### src/rtl/lfsr_pkg.sv
// Shared definitions for the LFSR random index generator: the legal LFSR
// lengths, their XNOR tap positions, tap lookup helpers and the draw FSM states.
package lfsr_pkg;

    localparam int NUM_LENS = 3;
    localparam int LEGAL_LENS [NUM_LENS] = '{16, 24, 32};

    // Tap positions are 1-based (XAPP052 numbering), four taps per length
    localparam int TAP_TABLE [NUM_LENS][4] = '{
        '{16, 15, 13,  4},
        '{24, 23, 22, 17},
        '{32, 22,  2,  1}
    };

    typedef enum logic [1:0] {
        ST_IDLE = 2'd0,
        ST_DRAW = 2'd1,
        ST_RESP = 2'd2
    } rng_state_e;

    function automatic bit lfsr_len_legal(input int len);
        bit ok;
        ok = 1'b0;
        for (int i = 0; i < NUM_LENS; i++)
            if (LEGAL_LENS[i] == len) ok = 1'b1;
        return ok;
    endfunction

    // Returns the k-th 1-based tap for len; an illegal len yields 1 so the
    // caller still elaborates far enough to hit its parameter error.
    function automatic int lfsr_tap(input int len, input int k);
        int tap;
        tap = 1;
        for (int i = 0; i < NUM_LENS; i++)
            if (LEGAL_LENS[i] == len) tap = TAP_TABLE[i][k];
        return tap;
    endfunction

endpackage

### src/rtl/lfsr_core.sv
// Fibonacci XNOR LFSR register with seed load and all-ones lockup guard.
module lfsr_core
    import lfsr_pkg::*;
#(
    parameter int LFSR_LEN = 16
) (
    input  logic                clk,
    input  logic                reset,
    input  logic                step_i,
    input  logic                load_i,
    input  logic [LFSR_LEN-1:0] seed_i,
    output logic [LFSR_LEN-1:0] state_o
);

    localparam int T0 = lfsr_tap(LFSR_LEN, 0) - 1;
    localparam int T1 = lfsr_tap(LFSR_LEN, 1) - 1;
    localparam int T2 = lfsr_tap(LFSR_LEN, 2) - 1;
    localparam int T3 = lfsr_tap(LFSR_LEN, 3) - 1;

    logic [LFSR_LEN-1:0] state_q, state_d;
    logic                fb;

    assign fb      = ~(state_q[T0] ^ state_q[T1] ^ state_q[T2] ^ state_q[T3]);
    assign state_o = state_q;

    // Next state: a seed load wins over a step; all-ones would lock an XNOR LFSR
    always_comb begin
        state_d = state_q;
        if (load_i)
            state_d = (&seed_i) ? '0 : seed_i;
        else if (step_i)
            state_d = {fb, state_q[LFSR_LEN-1:1]};
    end

    // LFSR register, cleared to the all-zeros (legal for XNOR) state
    always_ff @(posedge clk or posedge reset) begin
        if (reset) state_q <= '0;
        else       state_q <= state_d;
    end

endmodule

### src/rtl/lfsr_rng.sv
// Draws a uniform-ish index < NUM_WAYS from an LFSR by rejection sampling,
// falling back to a round-robin counter after MAX_TRIES rejections.
module lfsr_rng
    import lfsr_pkg::*;
#(
    parameter  int LFSR_LEN  = 16,
    parameter  int NUM_WAYS  = 4,
    parameter  int MAX_TRIES = 3,
    localparam int IDX_W     = ($clog2(NUM_WAYS) < 1) ? 1 : $clog2(NUM_WAYS)
) (
    input  logic                clk,
    input  logic                reset,
    input  logic                en,
    input  logic                seed_valid,
    input  logic [LFSR_LEN-1:0] seed,
    input  logic                req_valid,
    output logic                req_ready,
    output logic                resp_valid,
    input  logic                resp_ready,
    output logic [IDX_W-1:0]    resp_idx,
    output logic [LFSR_LEN-1:0] state
);

    if (!lfsr_len_legal(LFSR_LEN) || NUM_WAYS < 2 || NUM_WAYS > 256 ||
        MAX_TRIES < 0 || MAX_TRIES > 15) begin : g_param_err
        $error("lfsr_rng: illegal LFSR_LEN/NUM_WAYS/MAX_TRIES");
    end

    localparam logic [IDX_W:0]   NW      = NUM_WAYS[IDX_W:0];
    localparam logic [IDX_W-1:0] RR_LAST = IDX_W'(NUM_WAYS - 1);
    localparam logic [3:0]       MT      = 4'(MAX_TRIES);

    rng_state_e       fsm_q, fsm_d;
    logic [3:0]       tries_q, tries_d;
    logic [IDX_W-1:0] rr_q, rr_d;
    logic [IDX_W-1:0] idx_q, idx_d;
    logic [IDX_W-1:0] cand;
    logic             cand_ok;
    logic             drawing;

    lfsr_core #(.LFSR_LEN(LFSR_LEN)) u_core (
        .clk    (clk),
        .reset  (reset),
        .step_i (en | drawing),
        .load_i (seed_valid),
        .seed_i (seed),
        .state_o(state)
    );

    // Candidate is the low bits of the current register; the LFSR steps
    // under it while drawing, so a reject sees a fresh value next cycle.
    assign cand    = state[IDX_W-1:0];
    assign cand_ok = {1'b0, cand} < NW;

    // FSM and datapath registers
    always_ff @(posedge clk or posedge reset) begin
        if (reset) begin
            fsm_q   <= ST_IDLE;
            tries_q <= '0;
            rr_q    <= '0;
            idx_q   <= '0;
        end else begin
            fsm_q   <= fsm_d;
            tries_q <= tries_d;
            rr_q    <= rr_d;
            idx_q   <= idx_d;
        end
    end

    // Next state: accept, retry, or fall back to the round-robin index
    always_comb begin
        fsm_d   = fsm_q;
        tries_d = tries_q;
        rr_d    = rr_q;
        idx_d   = idx_q;
        case (fsm_q)
            ST_IDLE: begin
                if (req_valid) begin
                    fsm_d   = ST_DRAW;
                    tries_d = '0;
                end
            end
            ST_DRAW: begin
                if (cand_ok) begin
                    idx_d = cand;
                    fsm_d = ST_RESP;
                end else if (tries_q != MT) begin
                    tries_d = tries_q + 4'd1;
                end else begin
                    idx_d = rr_q;
                    rr_d  = (rr_q == RR_LAST) ? '0 : rr_q + IDX_W'(1);
                    fsm_d = ST_RESP;
                end
            end
            ST_RESP: begin
                if (resp_ready) fsm_d = ST_IDLE;
            end
            default: fsm_d = ST_IDLE;
        endcase
    end

    // Outputs decoded from the state register
    always_comb begin
        req_ready  = (fsm_q == ST_IDLE);
        resp_valid = (fsm_q == ST_RESP);
        drawing    = (fsm_q == ST_DRAW);
        resp_idx   = idx_q;
    end

endmodule

### config.mk
export PLATFORM = sky130hd
export DESIGN_NAME = lfsr_rng
export DESIGN_NICKNAME = d
export VERILOG_FILES = /design/src/rtl/lfsr_pkg.sv /design/src/rtl/lfsr_core.sv /design/src/rtl/lfsr_rng.sv
export SDC_FILE = /design/constraint.sdc
export NUM_CORES = 1
export LEC_CHECK = 0
export CORE_MARGIN = 1
export CORE_UTILIZATION = 44
export CTS_CLUSTER_DIAMETER = 120
export DETAILED_ROUTE_END_ITERATION = 7
export HOLD_SLACK_MARGIN = 0.08
export PLACE_DENSITY = 0.91
export SLEW_MARGIN = 10
export SYNTH_ARGS = -nofsm -noshare
export SYNTH_HDL_FRONTEND = slang
export SYNTH_SLANG_ARGS = --single-unit
### constraint.sdc
create_clock -name clk -period 2.8 [get_ports clk]
set_clock_uncertainty 0.15 [all_clocks]
set_input_delay 0.56 -clock clk [delete_from_list [all_inputs] [get_ports clk]]
set_output_delay 0.56 -clock clk [all_outputs]
set_load 0.005 [all_outputs]
==> results of run 1 <==
cell usage after synthesis, drive strengths merged (2+ instances only):
| cell | number |
|---|---|
| nand2 | 22 |
| dfrtp | 20 |
| nor2 | 17 |
| a31oi | 11 |
| a21oi | 5 |
| a22oi | 5 |
| buf | 5 |
| nand4 | 4 |
| inv | 3 |
| mux2 | 2 |
| nor2b | 2 |
| xor2 | 2 |
cells by family after synthesis:
kind of cell,share of synthesized area [%]
buffers and inverters,5.525
flip-flops,52.63
AO/OA/AOI/OAI,15.79
XOR/XNOR,2.764
AND/OR/NAND/NOR,20.92
multiplexers,2.368
power breakdown:
| part | internal (W) | total (W) | switching (W) |
|---|---|---|---|
| logic | 0.000264 | 0.000410 | 0.000146 |
| clock network | 0.0000501 | 0.000131 | 0.0000806 |
| registers | 0.000375 | 0.000448 | 0.0000732 |
| total | 0.000689 | 0.000988 | 0.000299 |
registers in the layout (all words and copies together), names as in the netlist:
| signal | flops |
|---|---|
| fsm_q | 2 |
| resp_idx | 2 |
| u_core.state_o | 16 |
per-stage QoR:
step	area [um^2]	utilization [%]
6_report	1376	68.75
3_3_place_gp	1354	67.63
4_1_cts	1376	68.75
3_5_place_dp	1354	67.63
5_1_grt	1376	68.75
2_1_floorplan	950.9	-
critical path, cell delays in order:
cell and delay, ns:
clkdlybuf4s50_1 0.48, nand4_1 0.12, o41a_1 0.63, a22oi_1 0.26, a21oi_1 0.09
routing by layer:
layer	share of wire [%]	global-route usage, %	wire length [um]
met5	0	0	0
met4	1.2	5.882	27
met3	5.9	3.459	131
met2	50	38.73	1113
met1	43	24.49	960
path summary, 6_finish.rpt:
check | start | end | slack (ns) | cells after the start
max | seed[2] | u_core.state_o[15] | 0.64 | 5
min | resp_idx[1] | resp_idx[1] | 0.36 | 1
max reg2reg | fsm_q[0] | u_core.state_o[3] | 0.92 | 4
min reg2reg | resp_idx[1] | resp_idx[1] | 0.36 | 1
max in group asynchronous | reset | u_core.state_o[9] | 1.49 | 2
min in group asynchronous | reset | fsm_q[0] | 0.55 | 2
final cells by class:
type                            instances  area share (%)
Clock buffer                            3           1.636
Inverter                                3          0.8182
Multi-Input combinational cell         75           28.91
Sequential cell                        20           36.36
Tap cell                               27           2.455
Timing Repair Buffer                   41           29.82
==> impl_metrics.tcl, run 1 <==
set metrics [dict create \
    cp_max_fo 16 \
    layout-drive-gt1-share_pct 4.225 \
    ys.warnings.count 0 \
    cts-root-buf "clkbuf_4" \
    post_cts_buffers 0 \
    rsz0062_at_grt "false" \
    syn-num-nets 126 \
    die_width_um 48.49 \
    status "completed" \
    ir_drop_uv 446.1 \
    portBuffers 41 \
    final_common_cell "clkdlybuf4s50_1" \
    p_per_area_nw_per_um2 718.0 \
    grt_max_degree 33 \
    area_growth_pct 44.74 \
    grt_pass1_wl_um 3767 \
    worstPathArrival_ns 2.15 \
    path_class "primary input to flop" \
    routabilityCongestion 0.8572 \
    multiInputGateArea_um2 397.9 \
    clk_pin_slew_worst_paths_ns 0.10 \
    die_y_um 48.49 \
    overflow 0 \
    startpoint_type "primary input" \
    route.vias.total 873 \
    clkSinkCount 20 \
    cp.required_ns 2.79 \
    drv_slew 0 \
    start_util_pct 47.50 \
    antennaDiodeCount 0 \
    final_antenna_net_count 0 \
    cts_made_buffers 3 \
    fin_cells 169 \
    leakage_nw 0.5880 \
    fin_crit_sh_pct 77.05 \
    htree_levels 1 \
    tightest_slew_ns 0.9070 \
    async_flop_share_pct 100.0 \
    synth_cells 104 \
    synthTopCellsByArea "dfrtp_1 53%, nand2_1 8.7%, a31oi_1 7.2%" \
    firstDrtPassIters 4 \
    drt_wl_total_um 2232 \
    hp-class "flop to flop" \
    synth_largest_area_cell "dfrtp_1" \
    setup_slack_ns 0.6425 \
    antenna_found_initial 0 \
    cts_buffer_depth 2 \
    yosys.cell_types.count 20 \
    core_area_um2 2002 \
    post-route-min-period_ns 2.158 \
    endpoint_kind "flop" \
    synth_ff_type "dfrtp_1" \
    synth-seq-cells 20 \
    seq_area_um2 500.5 \
    synth.cell_area_um2 950.9 \
    ioPinCount 42 \
    syn_area_per_cell_um2 9.143 \
    hpwlAfterDp_um 1698 \
    vias_per_cell 5.166 \
    clkLatencyLatePin_ns 0.29 \
    setup_tns_ns 0 \
    grt_pass1_vias 879 \
    max_freq_mhz 463.5 \
    drtIter0Drc 17 \
    relSlewSlack_pct 39.53 \
    cts_tree "done" \
    hold_violations 0 \
    ys_seq_area_share_pct 52.63 \
    layout_common_cells "41 x clkdlybuf4s50_1, 22 x nand2_1, 20 x dfrtp_1" \
    fillers 166 \
    dieArea_um2 2351 \
    post-place-ws_ns 0.3348 \
    synth_top_area_share_pct 52.63 \
    synth_edf_count 0 \
    maxCapViolations 0 \
    setup_violations 0 \
    track_usage_pct 20.80 \
    dp_cells 166 \
    post_drt_wl_per_cell_um 13.21 \
    whs_ns 0.3632 \
    cts_resized 0 \
    nNetsFinal 166 \
    hold_buffers 0 \
    total_power_w 0.0009882 \
    num_rows 16 \
    drc_errors 0 \
]
Power figures use the tool's default switching activity.
==> run 2: changes to the inputs <==
--- a/config.mk
+++ b/config.mk
@@ -6,11 +6,11 @@
 export NUM_CORES = 1
 export LEC_CHECK = 0
 export CORE_MARGIN = 1
-export CORE_UTILIZATION = 44
+export CORE_UTILIZATION = 41
 export CTS_CLUSTER_DIAMETER = 120
 export DETAILED_ROUTE_END_ITERATION = 7
 export HOLD_SLACK_MARGIN = 0.08
-export PLACE_DENSITY = 0.91
+export PLACE_DENSITY = 0.86
 export SLEW_MARGIN = 10
 export SYNTH_ARGS = -nofsm -noshare
 export SYNTH_HDL_FRONTEND = slang
==> constraint.sdc (replaced) <==
create_clock -name clk -period 2.2 [get_ports clk]
set_clock_uncertainty 0.15 [all_clocks]
set_input_delay 0.44 -clock clk [delete_from_list [all_inputs] [get_ports clk]]
set_output_delay 0.44 -clock clk [all_outputs]
set_load 0.005 [all_outputs]
==> impl_metrics.tcl, run 2 (synthesis results as in run 1) <==
set metrics [dict create \
    ioPinCount 42 \
    cts_made_buffers 3 \
    cts_tree "done" \
    status "completed" \
    max_freq_mhz 499.2 \
    cp_num_buf_inv 1 \
    setup_slack_ns 0.1968 \
    die_y_um 50.16 \
    final_common_cell "clkdlybuf4s50_1" \
    routabilityCongestion 0.7935 \
    worstPathArrival_ns 1.41 \
    cts_buffer_depth 2 \
    portBuffers 41 \
    final_antenna_net_count 0 \
    cp_max_fo 3 \
    clk_pin_slew_worst_paths_ns 0.12 \
    drt_wl_total_um 2418 \
    maxCapViolations 0 \
    hpwlAfterDp_um 1843 \
    rsz0062_at_grt "false" \
    nNetsFinal 170 \
    hold_buffers 0 \
    grt_pass1_wl_um 4008 \
    core_area_um2 2191 \
    htree_levels 1 \
    clkSinkCount 20 \
    p_per_area_nw_per_um2 929.8 \
    grt_pass1_vias 885 \
    antennaDiodeCount 0 \
    route.vias.total 921 \
    endpoint_kind "output port" \
    critPathMaxStageDelay_ns 0.53 \
    hold_violations 0 \
    post_cts_buffers 0 \
    layout-drive-gt1-share_pct 7.483 \
    overflow 0 \
    start_util_pct 43.40 \
    post-place-ws_ns -0.08242 \
    post_drt_wl_per_cell_um 13.82 \
    leakage_nw 0.6140 \
    path_cells "nor2b_1 > clkdlybuf4s50_1" \
    path_class "flop to output port" \
    post-route-min-period_ns 2.003 \
    setup_violations 0 \
    clkLatencyLatePin_ns 0.31 \
    cts-root-buf "clkbuf_4" \
    track_usage_pct 21.52 \
    reg2reg_depth 5 \
    layout_common_cells "41 x clkdlybuf4s50_1, 22 x nand2_1, 20 x dfrtp_1" \
    drc_errors 0 \
    largest_register_ffs 16 \
    dieArea_um2 2516 \
    cp_slowest_cell "clkdlybuf4s50_1" \
    cp.depth 2 \
    cp.required_ns 1.61 \
    cts_resized 0 \
    fin_crit_sh_pct 91.05 \
    ir_drop_uv 475.3 \
    area_growth_pct 49.47 \
    antenna_found_initial 0 \
    grt_max_degree 33 \
    num_rows 17 \
    relSlewSlack_pct 67.75 \
    whs_ns 0.2898 \
    vias_per_cell 5.263 \
    drtIter0Drc 19 \
    tightest_slew_ns 0.4832 \
    cpLargestDelayFamily "buffers and inverters" \
    die_width_um 50.16 \
    drv_slew 0 \
    hp-class "primary input to asynchronous set/reset pin" \
    startpoint_type "flop" \
    firstDrtPassIters 4 \
]
run 2: final cells by class:
type                    instances  area [um^2]
repair buffers                 45        440.4
fillers                       182        769.5
inverters                       3        11.26
clock buffers                   4        36.28
multi-input cells              75        397.9
well taps                      28        35.03
flip-flops and latches         20        500.5
run 2: per-layer routing:
layer,track usage [%],vias up,routed length [um]
met1,25.44,434,994
met2,37.56,38,1219
li1,-,444,-
met4,10.48,0,38
met5,0,-,0
met3,3.333,5,166
run 2: worst paths after layout:
path	end	from	slack [ns]
max reg2reg	u_core.state_o[9]	fsm_q[0]	0.63
max in group asynchronous	u_core.state_o[10]	reset	1.40
max	resp_valid	fsm_q[1]	0.20
min in group clk	resp_idx[0]	resp_idx[0]	0.37
min reg2reg	resp_idx[0]	resp_idx[0]	0.37
min	u_core.state_o[12]	reset	0.29
run 2: per-stage QoR:
stage,power (W),std cells,util (%),TNS [ns],cell area (um^2)
finish,0.001322,175,64.88,0,1421
global route,0.001409,175,64.88,0,1421
CTS,0.001328,175,64.88,0,1421
detailed placement,0.001114,171,63.22,-0.2223,1385
global placement,0.001096,171,63.22,0,1385
floorplan,0.0007978,104,-,0,950.9
run 2: power by group:
group	internal, W	switching [W]	leakage (nW)
logic	0.000342	0.000190	0.357
clock network	0.000101	0.000117	0.0210
registers	0.000476	0.0000950	0.236
run 2: worst min-delay path: stages:
cell	delay, ns
clkdlybuf4s50_1	0.39
inv_1	0.05
buf_4	0.26
